## src/rtl/uart_tx_if.sv

```systemverilog
// uart_tx_if: byte-write handshake and serial-line status bundle for uart_tx.
interface uart_tx_if;
  logic [7:0] data;
  logic       wr;
  logic       tx;
  logic       full;
  logic       busy;
  logic       done;

  modport master (output data, output wr, input tx, input full, input busy, input done);
  modport slave  (input data, input wr, output tx, output full, output busy, output done);
endinterface

```

## src/rtl/uart_tx.sv

```systemverilog
// uart_tx: buffered 8N1/8N2 serial transmitter, LSB first.
// Define UART_TX_FIFO_EN for a FIFO_DEPTH-entry circular FIFO; otherwise a
// single holding register buffers one byte behind the frame in flight.
module uart_tx #(
  parameter int unsigned CLKS_PER_BIT = 1,
  parameter int unsigned STOP_BITS    = 1,
  parameter int unsigned FIFO_DEPTH   = 4
) (
  input logic     clk,
  input logic     rst,
  uart_tx_if.slave bus
);

  localparam int unsigned CNT_W = 16;
  localparam int unsigned BIT_W = 3;
  localparam logic [CNT_W-1:0] CNT_LAST  = CNT_W'(CLKS_PER_BIT - 1);
  localparam logic [BIT_W-1:0] STOP_LAST = BIT_W'(STOP_BITS - 1);

  // Reject illegal parameterisations at elaboration.
  if (CLKS_PER_BIT < 1 || CLKS_PER_BIT > 65535) begin : g_bad_clks
    $error("uart_tx: CLKS_PER_BIT out of range");
  end
  if (STOP_BITS < 1 || STOP_BITS > 2) begin : g_bad_stop
    $error("uart_tx: STOP_BITS must be 1 or 2");
  end
  if (FIFO_DEPTH < 2 || (FIFO_DEPTH & (FIFO_DEPTH - 1)) != 0) begin : g_bad_depth
    $error("uart_tx: FIFO_DEPTH must be a power of two >= 2");
  end

  typedef enum logic [1:0] {IDLE, START, DATA, STOP} state_e;

  state_e           state_q, state_d;
  logic [CNT_W-1:0] clk_cnt_q, clk_cnt_d;
  logic [BIT_W-1:0] bit_cnt_q, bit_cnt_d;
  logic [7:0]       shift_q, shift_d;
  logic             tx_q, tx_d;
  logic             busy_q, busy_d;
  logic             done_pend_q;
  logic             done_q;
  logic             full_q, full_d;
  logic             stop_end;
  logic             bit_end;
  logic             push, pop;
  logic             buf_valid;
  logic [7:0]       buf_head;

  // full is the registered pre-edge view, so a same-cycle pop never admits a write.
  assign push    = bus.wr && !full_q;
  assign bit_end = (clk_cnt_q == CNT_LAST);

`ifdef UART_TX_FIFO_EN
  localparam int unsigned PTR_W = $clog2(FIFO_DEPTH);
  localparam int unsigned OCC_W = PTR_W + 1;

  logic [7:0]       mem_q [FIFO_DEPTH];
  logic [PTR_W-1:0] rd_ptr_q, wr_ptr_q;
  logic [OCC_W-1:0] occ_q, occ_d;

  assign buf_valid = (occ_q != '0);
  assign buf_head  = mem_q[rd_ptr_q];
  assign full_d    = (occ_d == OCC_W'(FIFO_DEPTH));

  // Occupancy tracks push/pop; simultaneous push and pop leave it unchanged.
  always_comb begin
    occ_d = occ_q;
    if (push && !pop)      occ_d = occ_q + OCC_W'(1);
    else if (!push && pop) occ_d = occ_q - OCC_W'(1);
  end

  // Wrapping read/write pointers and occupancy counter.
  always_ff @(posedge clk or posedge rst) begin
    if (rst) begin
      rd_ptr_q <= '0;
      wr_ptr_q <= '0;
      occ_q    <= '0;
    end else begin
      if (push) wr_ptr_q <= wr_ptr_q + PTR_W'(1);
      if (pop)  rd_ptr_q <= rd_ptr_q + PTR_W'(1);
      occ_q <= occ_d;
    end
  end

  // Storage array, unreset; contents are qualified by occupancy.
  always_ff @(posedge clk) begin
    if (push) mem_q[wr_ptr_q] <= bus.data;
  end
`else
  logic       valid_q, valid_d;
  logic [7:0] hold_q;

  // push requires !valid and pop requires valid, so they never coincide.
  assign valid_d   = push ? 1'b1 : (pop ? 1'b0 : valid_q);
  assign buf_valid = valid_q;
  assign buf_head  = hold_q;
  assign full_d    = valid_d;

  // Single holding register with valid bit.
  always_ff @(posedge clk or posedge rst) begin
    if (rst) begin
      valid_q <= 1'b0;
      hold_q  <= '0;
    end else begin
      valid_q <= valid_d;
      if (push) hold_q <= bus.data;
    end
  end
`endif

  // Framing FSM next-state; line outputs are computed from the current state and registered.
  always_comb begin
    state_d   = state_q;
    clk_cnt_d = clk_cnt_q;
    bit_cnt_d = bit_cnt_q;
    shift_d   = shift_q;
    pop       = 1'b0;
    stop_end  = 1'b0;
    tx_d      = 1'b1;
    busy_d    = (state_q != IDLE);
    unique case (state_q)
      IDLE: begin
        if (buf_valid) begin
          pop       = 1'b1;
          shift_d   = buf_head;
          clk_cnt_d = '0;
          bit_cnt_d = '0;
          state_d   = START;
        end
      end
      START: begin
        tx_d = 1'b0;
        if (bit_end) begin
          clk_cnt_d = '0;
          bit_cnt_d = '0;
          state_d   = DATA;
        end else begin
          clk_cnt_d = clk_cnt_q + CNT_W'(1);
        end
      end
      DATA: begin
        tx_d = shift_q[0];
        if (bit_end) begin
          clk_cnt_d = '0;
          shift_d   = {1'b0, shift_q[7:1]};
          if (bit_cnt_q == BIT_W'(7)) begin
            bit_cnt_d = '0;
            state_d   = STOP;
          end else begin
            bit_cnt_d = bit_cnt_q + BIT_W'(1);
          end
        end else begin
          clk_cnt_d = clk_cnt_q + CNT_W'(1);
        end
      end
      STOP: begin
        tx_d = 1'b1;
        if (bit_end) begin
          clk_cnt_d = '0;
          if (bit_cnt_q == STOP_LAST) begin
            stop_end  = 1'b1;
            bit_cnt_d = '0;
            if (buf_valid) begin
              pop     = 1'b1;
              shift_d = buf_head;
              state_d = START;
            end else begin
              state_d = IDLE;
            end
          end else begin
            bit_cnt_d = bit_cnt_q + BIT_W'(1);
          end
        end else begin
          clk_cnt_d = clk_cnt_q + CNT_W'(1);
        end
      end
      default: state_d = IDLE;
    endcase
  end

  // State, counters and registered outputs; done lags the last stop clock by the tx pipeline stage.
  always_ff @(posedge clk or posedge rst) begin
    if (rst) begin
      state_q     <= IDLE;
      clk_cnt_q   <= '0;
      bit_cnt_q   <= '0;
      shift_q     <= '0;
      tx_q        <= 1'b1;
      busy_q      <= 1'b0;
      done_pend_q <= 1'b0;
      done_q      <= 1'b0;
      full_q      <= 1'b0;
    end else begin
      state_q     <= state_d;
      clk_cnt_q   <= clk_cnt_d;
      bit_cnt_q   <= bit_cnt_d;
      shift_q     <= shift_d;
      tx_q        <= tx_d;
      busy_q      <= busy_d;
      done_pend_q <= stop_end;
      done_q      <= done_pend_q;
      full_q      <= full_d;
    end
  end

  assign bus.tx   = tx_q;
  assign bus.busy = busy_q;
  assign bus.done = done_q;
  assign bus.full = full_q;

endmodule

```

## src/flat_wrapper.sv

```systemverilog
// flat-port wrapper written by rule: the top's interface ports become plain ports
module uart_tx_flat 
#(
  parameter int unsigned CLKS_PER_BIT = 1,
  parameter int unsigned STOP_BITS    = 1,
  parameter int unsigned FIFO_DEPTH   = 4
)
  (clk, rst, bus_data, bus_wr, bus_tx, bus_full, bus_busy, bus_done);
  uart_tx_if bus_i ();
  input logic clk;
  input logic rst;
  input wire logic [$bits(bus_i.data)-1:0] bus_data;
  input wire logic [$bits(bus_i.wr)-1:0] bus_wr;
  output wire logic [$bits(bus_i.tx)-1:0] bus_tx;
  output wire logic [$bits(bus_i.full)-1:0] bus_full;
  output wire logic [$bits(bus_i.busy)-1:0] bus_busy;
  output wire logic [$bits(bus_i.done)-1:0] bus_done;
  assign bus_i.data = bus_data;
  assign bus_i.wr = bus_wr;
  assign bus_tx = bus_i.tx;
  assign bus_full = bus_i.full;
  assign bus_busy = bus_i.busy;
  assign bus_done = bus_i.done;
  uart_tx #(.CLKS_PER_BIT(CLKS_PER_BIT), .STOP_BITS(STOP_BITS), .FIFO_DEPTH(FIFO_DEPTH)) u_core (.clk(clk), .rst(rst), .bus(bus_i));
endmodule
```

## config.mk

```make
export PLATFORM = sky130hd
export DESIGN_NAME = uart_tx_flat
export DESIGN_NICKNAME = d
export VERILOG_FILES = /design/src/rtl/uart_tx_if.sv /design/src/rtl/uart_tx.sv /design/src/flat_wrapper.sv
export SDC_FILE = /design/constraint.sdc
export NUM_CORES = 1
export LEC_CHECK = 0
export CORE_MARGIN = 8
export CORE_UTILIZATION = 37
export CTS_CLUSTER_DIAMETER = 60
export CTS_CLUSTER_SIZE = 10
export DETAILED_ROUTE_END_ITERATION = 8
export MAX_ROUTING_LAYER = met4
export PLACE_DENSITY = 0.61
export SLEW_MARGIN = 20
export SYNTH_ARGS = -nofsm -noshare
export SYNTH_HDL_FRONTEND = slang
export SYNTH_SLANG_ARGS = --single-unit
```

## constraint.sdc

```tcl
create_clock -name clk -period 3.3 [get_ports clk]
set_clock_uncertainty 0.2 [all_clocks]
set_input_delay 0.66 -clock clk [delete_from_list [all_inputs] [get_ports clk]]
set_output_delay 0.66 -clock clk [all_outputs]
set_load 0.03 [all_outputs]
```

==> flow_summary.ini <==
[run_status]
status = complete, no violations

[worst_setup_path]
crit_family = compound AO/OA/AOI/OAI gates
r2r_start = u_core.state_q[0]
r2r_slack_ns = 0.68
worstSetupEndpointType = flop
worstPathMaxFanout = 15
cp.buffers_inverters = 1
reg2reg_to = u_core.shift_q[0]
slowest_stage = a221oi_4
rr_worst_depth = 5
crit_chain = inv_1 > ha_1 > or2_2 > a221oi_4 > mux2_4
critPathArrivalTime_ns = 2.60
cpPeakStageDelay_ns = 0.64
critPathKind = flop to flop
crit_path_start_kind = flop
required_ns = 3.28

[synth]
synth_area_leader_cell = dfrtp_1
synth_cells = 209
synth_flop_cell = dfrtp_1
ys_seq_area_share_pct = 45.91
synth.area.top_cells = dfrtp_1 (45%), mux2_2 (7.9%), ha_1 (5.5%), mux2_4 (5.2%), nand2_1 (2.9%)
syn_area_per_cell_sq_um = 10.97
ys_top_cells_by_count = dfrtp_1 (41), nand2_1 (18), mux2_2 (16)
synth_seq_cells = 42
synth-edff-count = 0
async_flop_share_pct = 100.0
synth_most_common_cell = dfrtp_1
synth.net_count = 230
ys_warn_count = 0
synth_top_area_share_pct = 44.76
synth_cell_types = 42
syn_area_sq_mm = 0.002292

[clocking]
clk_latency_ns = 0.30
postCtsHoldBufs = 0
clock_sinks = 42
cts_setup_buffers = 0
cts_tree = done
cts_resized = 0
clk_pin_slew_ns = 0.08
cts_buffers = 5
cts_buffer_depth = 2
htreeDepth = 2
cts_root_buf = clkbuf_8

[finish]
fill_cells = 603
multi_input_area_sq_mm = 0.001172
fin_cells = 303
utilization_pct = 44.33
fin_nets = 248
area.growth.synth_to_final_pct = 15.17
regArea_sq_mm = 0.001052
drive_gt1_share_pct = 18.86
diodes = 0

[detailed_routing]
drtAntennaViolNets = 0
drtIter0Drc = 90
wl_um = 4287
dr.pass1.iters = 4
viasPerCell = 5.327
routedWlPerCell_um = 14.15
num_vias = 1614
drcViolationCount = 0

[timing]
fin_crit_ns = 2.619
rsz0062_at_grt = no
worstMarginPinSlew_ns = 0.6539
maxSlewViolCount = 0
finalSetupTns_ns = 0
max_freq_mhz = 381.9
slew_headroom_pct = 56.40
hold_viol_final = 0
post-route-period-util_pct = 79.36
setup_viol = 0

[floorplan]
core_sq_mm = 0.005956
io_pins = 15
row_count = 28
start_util_pct = 38.49
die_y_um = 94.71
die-area_sq_mm = 0.008970
die_x_um = 94.71

[power_and_ir_drop]
ir_worst_vdd_mv = 0.4085
p_leak_nw = 1.139
totalPowerFinal_w = 0.002083
power_density_mw_per_mm2 = 788.9

[grt]
antenna_found_initial = 0
grt_remaining_overflow = 0
grt_usage_pct = 10.96
grt_start_max_net_pins = 43
grt_first_pass_wirelength_um = 7534
grt_pass1_vias = 1530

[worst_hold_path]
hold_path_class = flop to flop
whs_path_depth = 0
worstHoldStart = u_core.done_pend_q
min_to = u_core.bus.done

[placement]
port_buffers = 14
numPlacedInstances = 295
gp_congestion = 0.8628
dpl.hpwl_um = 2980

[run]
drv_cap = 0
## where the power goes
part / switching, W / total [W] / internal (W)
Clock: 0.000188 / 0.000413 / 0.000225
Sequential: 0.0000906 / 0.000769 / 0.000678
Combinational: 0.000417 / 0.000901 / 0.000483
Total: 0.000696 / 0.00208 / 0.00139
## cell families (layout without fill, tap and decap cells)
kind of cell | count (synthesis) | after routing | synth area share [%]
multiplexers | 25 | 25 | 13.54
AO/OA/AOI/OAI | 42 | 42 | 13.05
buffers and inverters | 18 | 37 | 2.947
adder cells (fa/ha/maj) | 10 | 10 | 5.459
AND/OR/NAND/NOR | 71 | 71 | 18.72
XOR/XNOR | 1 | 1 | 0.3822
flip-flops | 42 | 42 | 45.91
## how the worst max path moves through the flow
stage | to | slack [ns] | cells after the start | from
2_1_floorplan | u_core.shift_q[0] | 1.0 | 6 | u_core.clk_cnt_q[0]
3_3_place_gp | u_core.shift_q[5] | 0.72 | 5 | u_core.state_q[0]
3_5_place_dp | u_core.shift_q[7] | 0.69 | 5 | u_core.state_q[0]
4_1_cts | u_core.shift_q[0] | 0.67 | 5 | u_core.state_q[0]
5_1_grt | u_core.shift_q[0] | 0.52 | 5 | u_core.state_q[0]
6_report | u_core.shift_q[0] | 0.68 | 5 | u_core.state_q[0]
## cell usage in the layout, fill, tap and decap left out, types with 5 or more instances in the layout
cell type | synthesis | final
inv_1 | 12 | 11
a21oi_1 | 6 | 6
nand2_1 | 18 | 18
or4_1 | 5 | 5
mux2_4 | 8 | 8
nand3_1 | 13 | 13
nor2_1 | 8 | 8
clkbuf_8 | 0 | 5
o21ai_0 | 10 | 10
dfrtp_1 | 41 | 41
clkdlybuf4s50_1 | 0 | 14
nor2b_1 | 5 | 5
mux2_2 | 16 | 16
a31oi_1 | 5 | 5
o211ai_1 | 6 | 6
ha_1 | 10 | 10
## routing by layer
metal	wire length [um]	track usage, %
met5	0	-
met4	74	4.291
met3	96	2.143
met2	1842	16.11
met1	2273	14.49
## registers in the layout, indices dropped and copies added (netlist names)
signal,flops
u_core.bit_cnt_q,3
u_core.clk_cnt_q,16
u_core.bus.busy,1
u_core.buf_head,8
u_core.bus.done,1
u_core.buf_valid,1
u_core.bus.tx,1
u_core.done_pend_q,1
u_core.state_q,2
u_core.shift_q,8
## metrics by stage
| stage | setup WS, ns | hold WS (ns) | instance area [sq um] |
|---|---|---|---|
| after floorplan | 0.9991 | 0.1312 | 2292 |
| after global placement | 0.7185 | 0.1328 | 2526 |
| after detailed placement | 0.6871 | 0.1411 | 2526 |
| after CTS | 0.6707 | 0.1601 | 2640 |
| after global routing | 0.5157 | 0.1718 | 2640 |
| final | 0.6812 | 0.1545 | 2640 |
## final cells by class
cell class              count  area share [%]
multi-input cells         149           44.41
flip-flops and latches     42           39.86
repair buffers             17           6.161
well taps                  75           3.555
clock buffers               5           2.607
clock inverters             3           1.706
inverters                  12           1.706
No activity file was read; power rests on OpenSTA's default activity.
